==> src/rtl/d_sram_bridge.sv <==
// d_sram_bridge: turns a core memory-stage access into one SRAM-like bus transaction.
// The bridge freezes the pipeline while the transaction is outstanding and returns
// the load data once it has been captured.
//
// Ports
//   clk, rst        : clock (rising edge) and asynchronous active-high reset
//   mem_ce          : access request from the memory stage
//   memwriteM       : 1 = store, 0 = load
//   mem_sel[3:0]    : byte lanes, decoded into the bus transfer size
//   aluoutM         : access address
//   writedataM      : store data
//   cpu_longstall   : pipeline frozen by another source; holds the bridge in DONE
//   readdataM       : load data (read register)
//   mem_stall       : combinational pipeline freeze request
//   data_req/wr/size/addr/wdata : bus request channel
//   data_addr_ok    : bus accepted the request
//   data_data_ok    : bus returned data / completed the write
//   data_rdata      : bus read data
module d_sram_bridge #(
    parameter int unsigned ADDR_W = 32
) (
    input  logic              clk,
    input  logic              rst,
    // core side
    input  logic              mem_ce,
    input  logic              memwriteM,
    input  logic [3:0]        mem_sel,
    input  logic [ADDR_W-1:0] aluoutM,
    input  logic [31:0]       writedataM,
    input  logic              cpu_longstall,
    output logic [31:0]       readdataM,
    output logic              mem_stall,
    // bus side
    output logic              data_req,
    output logic              data_wr,
    output logic [1:0]        data_size,
    output logic [ADDR_W-1:0] data_addr,
    output logic [31:0]       data_wdata,
    input  logic              data_addr_ok,
    input  logic              data_data_ok,
    input  logic [31:0]       data_rdata
);

    localparam logic [1:0] S_IDLE = 2'd0;
    localparam logic [1:0] S_REQ  = 2'd1;
    localparam logic [1:0] S_WAIT = 2'd2;
    localparam logic [1:0] S_DONE = 2'd3;

    logic [1:0]        state_q, state_d;
    logic [ADDR_W-1:0] addr_q,  addr_d;
    logic [31:0]       wdata_q, wdata_d;
    logic              wr_q,    wr_d;
    logic [1:0]        size_q,  size_d;
    logic [31:0]       rdata_q, rdata_d;

    logic [1:0]        size_dec;

    // Byte-lane pattern to transfer size; unrecognised patterns fall back to a word.
    always_comb begin
        size_dec = 2'd2;
        unique case (mem_sel)
            4'b1111:                            size_dec = 2'd2;
            4'b0011, 4'b1100:                   size_dec = 2'd1;
            4'b0001, 4'b0010, 4'b0100, 4'b1000: size_dec = 2'd0;
            default:                            size_dec = 2'd2;
        endcase
    end

    // Next-state and register-update logic.
    always_comb begin
        state_d = state_q;
        addr_d  = addr_q;
        wdata_d = wdata_q;
        wr_d    = wr_q;
        size_d  = size_q;
        rdata_d = rdata_q;

        unique case (state_q)
            S_IDLE: begin
                if (mem_ce) begin
                    addr_d  = aluoutM;
                    wdata_d = writedataM;
                    wr_d    = memwriteM;
                    size_d  = size_dec;
                    state_d = S_REQ;
                end
            end
            S_REQ: begin
                // data_ok is only meaningful once the address has been accepted.
                if (data_addr_ok) begin
                    if (data_data_ok) begin
                        rdata_d = data_rdata;
                        state_d = S_DONE;
                    end else begin
                        state_d = S_WAIT;
                    end
                end
            end
            S_WAIT: begin
                if (data_data_ok) begin
                    rdata_d = data_rdata;
                    state_d = S_DONE;
                end
            end
            S_DONE: begin
                // Stay here while the core is frozen so the access is not reissued.
                if (!cpu_longstall) begin
                    state_d = S_IDLE;
                end
            end
            default: state_d = S_IDLE;
        endcase
    end

    // State and payload registers.
    always_ff @(posedge clk or posedge rst) begin
        if (rst) begin
            state_q <= S_IDLE;
            addr_q  <= '0;
            wdata_q <= '0;
            wr_q    <= 1'b0;
            size_q  <= 2'd0;
            rdata_q <= '0;
        end else begin
            state_q <= state_d;
            addr_q  <= addr_d;
            wdata_q <= wdata_d;
            wr_q    <= wr_d;
            size_q  <= size_d;
            rdata_q <= rdata_d;
        end
    end

    // Stall covers the detect cycle in IDLE so the core never advances past an access.
    assign mem_stall = ((state_q == S_IDLE) && mem_ce) ||
                       (state_q == S_REQ) ||
                       (state_q == S_WAIT);

    assign data_req   = (state_q == S_REQ);
    assign data_wr    = wr_q;
    assign data_size  = size_q;
    assign data_addr  = addr_q;
    assign data_wdata = wdata_q;
    assign readdataM  = rdata_q;

endmodule

==> config.mk <==
export PLATFORM = sky130hd
export DESIGN_NAME = d_sram_bridge
export DESIGN_NICKNAME = d
export VERILOG_FILES = /design/src/rtl/d_sram_bridge.sv
export SDC_FILE = /design/constraint.sdc
export NUM_CORES = 1
export LEC_CHECK = 0
export ABC_AREA = 1
export BUFFER_PORTS_ARGS = -buffer_cell sky130_fd_sc_hd__buf_2
export CORE_MARGIN = 4
export CORE_UTILIZATION = 35
export DETAILED_ROUTE_END_ITERATION = 8
export PLACE_DENSITY_LB_ADDON = 0.25
export SETUP_SLACK_MARGIN = 0.5
export SYNTH_ARGS = -nofsm -noshare
export SYNTH_HDL_FRONTEND = slang
export SYNTH_SLANG_ARGS = --single-unit
==> constraint.sdc <==
create_clock -name clk -period 3.42 [get_ports clk]
set_clock_uncertainty 0.05 [all_clocks]
set_input_delay 0.342 -clock clk [delete_from_list [all_inputs] [get_ports clk]]
set_output_delay 0.342 -clock clk [all_outputs]
set_load 0.005 [all_outputs]
=== After elaboration in Yosys (flattened, before gate mapping) ===
Index checks and enable logic that the tools add are counted.

* $add $sub $neg: 0
* $mul: 0
* Div/mod/pow operators: 0
* Magnitude comparators: 0
* Equal/unequal tests: 13
* Shift operators: 0
* Muxes and demuxes: 10
* Bitwise logic cells: 0
* Reductions and logical operators: 10

{| class="wikitable"
|+ Operators by type and width
! cell !! count
|-
| two-way mux 32 bit || 2
|-
| case mux 32 bit (2 select lines) || 1
|-
| equality test 4 x 2 -> 1 bit, second input constant || 2
|-
| equality test 4 bit, second input constant || 2
|-
| two-way mux 2 bit || 4
|-
| case mux 2 bit (4 select lines) || 1
|-
| inequality test 2 bit, second input constant || 3
|-
| equality test 2 bit, second input constant || 2
|-
| equality test 4 x 1 -> 1 bit, second input constant || 1
|-
| equality test 4 x 3 -> 1 bit, second input constant || 1
|-
| case mux 2 bit (2 select lines) || 1
|-
| AND reduction 2 bit || 2
|-
| AND reduction 4 bit || 1
|-
| OR reduction 4 bit || 1
|-
| equality test 2 x 1 -> 1 bit, second input constant || 1
|-
| logical NOT 2 bit || 1
|-
| logical OR 1 bit || 2
|-
| inequality test 2 x 1 -> 1 bit, second input constant || 1
|-
| nonzero test 2 bit || 1
|-
| OR reduction 2 bit || 1
|-
| logical AND 1 bit || 1
|-
| two-way mux 1 bit || 1
|}

* Flip-flop bits (word level): 101
* Bits in latches: 0
* Memory bits (writable): 0
* Bits in read-only memories: 0
* Word-level logic and storage cells: 39
* Memories: 0

=== Depth between registers and ports, before layout ===
Gate-level depths: netlist of run 1.

* Word-level depth: 4
* Gate-level depth with buffers: 8
* Depth with buffers taken out: 7

=== Worst setup path before layout of run 1 ===
Ideal clock, no wire load.

* Path type: flip-flop to output port
* Start point: reg state_q[0]
* End point: out mem_stall
* Arrival: 1.157 ns
* Required time: 3.028 ns
* Slack: 1.871 ns
* Stages on the path, launching flop included: 7
* Path buffers: 2
* Cell sequence: dfrtp_1 inv_1 ha_1 nand2_2 buf_4 buf_4 nand3_1

* Longest elaborated chain between the ends: 4

{| class="wikitable"
|+ RTL lines
! what !! line !! text
|-
| start: declaration || 49 || <nowiki>logic [1:0] state_q, state_d;</nowiki>
|-
| start signal: assignment || 125 || <nowiki>state_q <= state_d;</nowiki>
|-
| logical NOT 2 bit || 135 || <nowiki>assign mem_stall = ((state_q == S_IDLE) && mem_ce) ||</nowiki>
|-
| logical AND 1 bit || 135 ||
|-
| logical OR 1 bit || 135 ||
|-
| logical OR 1 bit * || 136 || <nowiki>(state_q == S_REQ) ||</nowiki>
|-
| end: declaration || 32 || <nowiki>output logic mem_stall,</nowiki>
|}

Mark *: on every way between the ends. The rest lies on a longest branch, timed or not.

=== Worst setup path in the final report of run 1 ===
* Start point: reg state_q[0]
* End point: reg addr_q[11], in the netlist data_addr[11]

* Longest elaborated chain between the ends: 2

{| class="wikitable"
|+ RTL lines
! what !! line !! text
|-
| logical NOT 2 bit || 78 || <nowiki>unique case (state_q)</nowiki>
|-
| AND reduction 2 bit (no source line) || - ||
|-
| end signal: assignment || 126 || <nowiki>addr_q <= addr_d;</nowiki>
|-
| end: declaration || 50 || <nowiki>logic [ADDR_W-1:0] addr_q, addr_d;</nowiki>
|}

Every way passes these cells.
A chain may end at the register's enable or synchronous reset.

==> results of run 1 <==
-- logic make-up (layout without fill, tap and decap cells) --
logic type | after synthesis | after routing | share of synthesized area, %
adders and majority gates | 5 | 5 | 1.48
DFF | 101 | 101 | 59.8
and+or+nand+nor | 258 | 258 | 23.7
AOI/OAI and AO/OA | 35 | 35 | 6.99
buffers and inverters | 66 | 273 | 7.97
-- power by group --
group          internal (mW)  switching [mW]  total (mW)
combinational          0.824            1.04        1.86
clock                  0.575           0.418       0.992
sequential              1.76           0.302        2.06
-- layout by cell type (no fill, tap or decap), drive strengths merged --
cell / instances
nand3b: 1
ha: 5
nor2: 3
buf: 211
o21ai: 35
clkinvlp: 1
nand2: 248
inv: 45
clkbuf: 16
or2: 1
nand3: 5
dfrtp: 101
-- critical path: cells and delay by family, from the launching register on --
family	cells	cell delay [ns]
flip-flops	1	0.43
buffers and inverters	3	1.27
AND/OR/NAND/NOR	3	0.47
adder cells (fa/ha/maj)	1	0.19
-- worst max-delay path by stage --
stage | cells past startpoint | endpoint | start
final | 7 | data_addr[11]$_DFFE_PP0P_ | state_q[0]$_DFFE_PP0P_
after global routing | 7 | data_addr[4]$_DFFE_PP0P_ | state_q[0]$_DFFE_PP0P_
after CTS | 7 | data_addr[15]$_DFFE_PP0P_ | state_q[0]$_DFFE_PP0P_
after detailed placement | 7 | data_addr[3]$_DFFE_PP0P_ | state_q[0]$_DFFE_PP0P_
after global placement | 7 | data_wdata[29]$_DFFE_PP0P_ | state_q[0]$_DFFE_PP0P_
after floorplan | 1 | data_addr[0]$_DFFE_PP0P_ | rst
-- state kept, by name, indices dropped and copies added, names as in the netlist --
| name | count |
|---|---|
| data_addr | 32 |
| data_wdata | 32 |
| readdataM | 32 |
| data_size | 2 |
| state_q | 2 |
| data_wr | 1 |
-- layout make-up --
class / count / area (sq um) / share of cell area, %
repair buffers: 211 / 1080 / 19.2
multi-input cells: 298 / 1360 / 24.2
well taps: 143 / 179 / 3.19
inverters: 46 / 176 / 3.14
clock buffers: 16 / 292 / 5.19
flip-flops and latches: 101 / 2530 / 45.0
-- metrics by stage --
step                      cell area [sq um]  hold slack [ns]
after floorplan                        4230            0.402
after global placement                 5320            0.368
after detailed placement               5320            0.379
after CTS                              5610          0.00197
after global routing                   5610           0.0269
final                                  5610          -0.0118
-- per-layer routing --
| metal | GRT usage, % | part of all wire [%] | vias to the layer above |
|---|---|---|---|
| li1 | - | - | 1794 |
| met1 | 19.0 | 44 | 1610 |
| met2 | 24.9 | 48 | 136 |
| met3 | 3.70 | 6.5 | 11 |
| met4 | 6.89 | 1.7 | 0 |
| met5 | 0 | 0 | - |
==> flow_summary_export.csv, run 1 <==
group,metric,value,unit
grt,track_usage,15.2,%
floorplanning,num_io_pins,208,
power_and_ir_drop,design_power_total,4.92,mW
timing,tns,0,ns
critical_path,worstRegToRegCells,7,
cts,cts-root-buf,"clkbuf_16",
run,max_cap_viol_count,0,
cts,htree_levels,3,
critical_path,start_kind,"flip-flop",
logic_synthesis,synth_common_cells,"nand2_1, dfrtp_1, inv_1",
worst_hold_path,hold_class,"in -> async",
logic_synthesis,synth_seq_area_share,59.8,%
finish,n_fill_cell,1140,
grt,grt_overflow_total,0,
logic_synthesis,yosysUniqueCellTypes,18,
placed_design,portBuffers,207,
logic_synthesis,synth_edf_count,0,
timing,maxSlewHeadroom,43.0,%
finish,final_core_util,48.3,%
logic_synthesis,synth_nets,577,
floorplanning,row_count,39,
timing,layout_setup_ws,0.924,ns
placed_design,dpl.hpwl,7.82,mm
cts,clkLatencyLatePin,0.34,ns
critical_path,crit_top_cell,"nand2_1",
timing,rsz0062_at_grt,"false",
timing,period_minus_slack,2.50,ns
logic_synthesis,syn_area,0.00423,sq mm
routing,vias,3551,
logic_synthesis,syn_inst,465,
finish,layout.cells.non_filler,815,
routing,vias_per_cell,4.36,
status,status,"finished with violations",
critical_path,r2r-start,"state_q[0]$_DFFE_PP0P_",
critical_path,required,3.65,ns
grt,grt_max_degree,65,
logic_synthesis,synth-seq-cells,101,
timing,finalMaxSlewViolations,0,
critical_path,r2r_setup_slack,0.92,ns
finish,layout-drive-gt1-share,39.1,%
grt,grt_antenna_before_repair,0,
routing,drc_errors,0,
timing,tightest_slew,0.854,ns
timing,fmax,0.401,GHz
cts,clockBufferDepth,2,
grt,grt_pass1_wl,17.1,mm
placed_design,pre_cts_ws,0.928,ns
timing,whs,-0.0118,ns
critical_path,critical_path_class,"reg -> reg",
floorplanning,dieArea,0.0139,sq mm
logic_synthesis,ys_warn_count,0,
routing,route.antenna.remaining_nets,0,
critical_path,worstPathMaxFanout,51,
routing,wl,10.7,mm
timing,finalSetupViolCount,0,
logic_synthesis,synth_most_common_cell,"nand2_1",
floorplanning,start_util,36.4,%
timing,finalHoldViolations,8,
logic_synthesis,synth_top_area_share,59.8,%
finish,area_growth,32.9,%
cts,cts_hold_buf,0,
cts,cts_sinks,101,
routing,drt-initial-drc-count,195,
critical_path,cp-end-kind,"flip-flop",
critical_path,crit_slowest_cell,"inv_2",
routing,firstDrtPassIters,7,
logic_synthesis,synth_top_area_cell,"dfrtp_1",
finish,n_antenna_cell,0,
logic_synthesis,avgSynthCellArea,9.09,sq um
power_and_ir_drop,ir_worst_vdd,0.371,mV
grt,grt_pass1_vias,3400,
cts,post_cts_resized,0,
placed_design,dp_cells,799,
critical_path,crit_chain,"inv_1 > ha_1 > nand2_2 > inv_2 > buf_4 > nand2_1 > nand2_1",
status,violations,"negative hold slack",
critical_path,arrival,2.72,ns
cts,post_cts_buffers,0,
critical_path,slowest_delay,0.78,ns
power_and_ir_drop,p_per_area,876,mW/mm^2
floorplanning,fp.coreArea,0.0116,sq mm
logic_synthesis,synth_area_leaders,"dfrtp_1, nand2_1, o21ai_2",
logic_synthesis,async_flop_share,100,%
cts,numCtsBuffers,9,
cts,path_clk_slew,0.07,ns
finish,fin_nets,779,
floorplanning,dieWidth,118,um
placed_design,gp_congestion,0.813,
power_and_ir_drop,p_leak,3.37,nW
floorplanning,die_h,118,um
critical_path,reg2reg_to,"data_addr[11]$_DFFE_PP0P_",
logic_synthesis,synthFlopType,"dfrtp_1",
routing,drt-wirelength-per-cell,13.1,um
cts,cts_tree,"done",
timing,post-route-period-util,73.0,%
No activity file was read; power rests on OpenSTA's default activity.
==> run 2, diff against run 1 <==
- clock period: 3.42 -> 2.35 ns (I/O delays scaled with it)
==> flow_summary_export.csv, run 2 (synthesis results as in run 1) <==
group,metric,value,unit
status,status,"completed",
routing,vias_per_cell,4.42,
grt,grt_pass1_vias,3708,
floorplanning,num_io_pins,208,
critical_path,required,2.07,ns
timing,maxSlewHeadroom,61.5,%
critical_path,worstPathMaxFanout,11,
placed_design,dpl.hpwl,8.05,mm
routing,route.antenna.remaining_nets,0,
floorplanning,fp.coreArea,0.0116,sq mm
timing,finalSetupViolCount,0,
routing,drt-initial-drc-count,205,
power_and_ir_drop,ir_worst_vdd,0.488,mV
timing,tns,0,ns
floorplanning,die_h,118,um
cts,numCtsBuffers,9,
cts,path_clk_slew,0.07,ns
timing,finalHoldViolations,0,
finish,fin_nets,790,
finish,layout.cells.non_filler,826,
timing,whs,0.0392,ns
power_and_ir_drop,p_leak,3.49,nW
grt,track_usage,16.1,%
timing,tightest_slew,0.577,ns
placed_design,gp_congestion,0.775,
finish,final_cell_mix,"nand2_1, buf_2, dfrtp_1",
worst_hold_path,hold_class,"in -> reg",
critical_path,cp-end-kind,"output pin",
run,max_cap_viol_count,0,
grt,grt_overflow_total,0,
routing,vias,3651,
grt,grt_max_degree,54,
cts,clockBufferDepth,2,
finish,final_common_cell,"nand2_1",
critical_path,slowest_delay,0.43,ns
critical_path,arrival,1.50,ns
timing,fmax,0.559,GHz
timing,post-route-period-util,76.1,%
finish,area_growth,38.3,%
placed_design,portBuffers,207,
critical_path,critical_path_class,"reg -> out",
timing,period_minus_slack,1.79,ns
timing,finalMaxSlewViolations,0,
finish,layout-drive-gt1-share,40.6,%
cts,htree_levels,3,
cts,cts-root-buf,"clkbuf_16",
cts,cts_tree,"done",
routing,drt-wirelength-per-cell,13.4,um
grt,grt_antenna_before_repair,1,
routing,firstDrtPassIters,4,
cts,clkLatencyLatePin,0.33,ns
floorplanning,dieArea,0.0139,sq mm
critical_path,start_kind,"flip-flop",
grt,grt_pass1_wl,18.3,mm
critical_path,crit_chain,"inv_2 > ha_2 > nand2_4 > buf_12 > nand3_1 > buf_2",
placed_design,dp_cells,803,
power_and_ir_drop,p_per_area,1300,mW/mm^2
cts,cts_sinks,101,
routing,wl,11.1,mm
floorplanning,row_count,39,
timing,rsz0062_at_grt,"true",
floorplanning,dieWidth,118,um
routing,drc_errors,0,
critical_path,crit_slowest_cell,"dfrtp_1",
floorplanning,start_util,36.4,%
## run 2: changes by cell type in the layout (fill, tap and decap cells not counted), moves of 2 or more
cell / delta
buf_12: +4
buf_4: +3
clkbuf_1: -2
bufinv_16: +2
clkbuf_8: -3
inv_1: -2
bufbuf_16: +2
## run 2: cell type report
type,count,area (sq um)
multi-input combinational,299,1390
fill,1116,5770
clock inverter,4,72.6
sequential,101,2530
inverter,46,179
timing repair buffer,221,1260
clock buffer,11,243
antenna,1,2.50
tap,143,179
## run 2: timing repair
| item | in CTS | in global routing |
|---|---|---|
| cloned | 3 | 0 |
| pin swaps | 1 | 1 |
| resized for setup | 3 | 7 |
| buffers inserted | 1 | 2 |
| endpoints found under the hold margin | 23 | 0 |
| hold buffers | 1 | 0 |
| setup endpoints to repair | 48 | 46 |
## run 2: path summary, 6_finish.rpt
kind | slack [ns] | endpoint | cells past startpoint | startpoint
setup / recovery | 0.56 | mem_stall | 6 | state_q[0]$_DFFE_PP0P_
setup reg to reg | 0.61 | readdataM[10]$_DFFE_PP0P_ | 7 | state_q[1]$_DFFE_PP0P_
max in group asynchronous | 1.08 | data_addr[16]$_DFFE_PP0P_ | 4 | rst
hold reg to reg | 0.42 | readdataM[19]$_DFFE_PP0P_ | 2 | readdataM[19]$_DFFE_PP0P_
min in group asynchronous | 0.48 | readdataM[2]$_DFFE_PP0P_ | 3 | rst
hold / removal | 0.04 | data_wdata[25]$_DFFE_PP0P_ | 3 | writedataM[25]
## run 2: worst max-delay path: cells and delay by family, from the launching register on
family / cells / cell delay (ns)
adder cells (fa/ha/maj): 1 / 0.21
buffers and inverters: 3 / 0.39
AND/OR/NAND/NOR: 2 / 0.14
flip-flops: 1 / 0.43
## run 2: through the flow
stage / area [sq um] / power, mW / utilization, % / worst slack (ns)
detailed placement: 5390 / 5.91 / 46.4 / 0.442
CTS: 5810 / 7.67 / 50.0 / 0.457
finish: 5850 / 7.60 / 50.3 / 0.561
global route: 5850 / 8.19 / 50.3 / 0.490
global placement: 5390 / 5.80 / 46.4 / 0.547
floorplan: 4230 / 4.65 / - / 0.861
## run 2: power by group
group	internal (mW)	switching (mW)	total [mW]
logic	1.41	1.62	3.02
registers	2.56	0.444	3.01
clock network	0.955	0.611	1.57
total	4.92	2.67	7.60
## run 2: layer usage
layer | part of all wire (%) | vias to the layer above | track usage (%)
met2 | 46 | 148 | 25.5
met5 | 0 | - | 0
met1 | 44 | 1667 | 20.6
met4 | 3.0 | 0 | 8.06
li1 | - | 1814 | -
met3 | 6.8 | 22 | 3.99
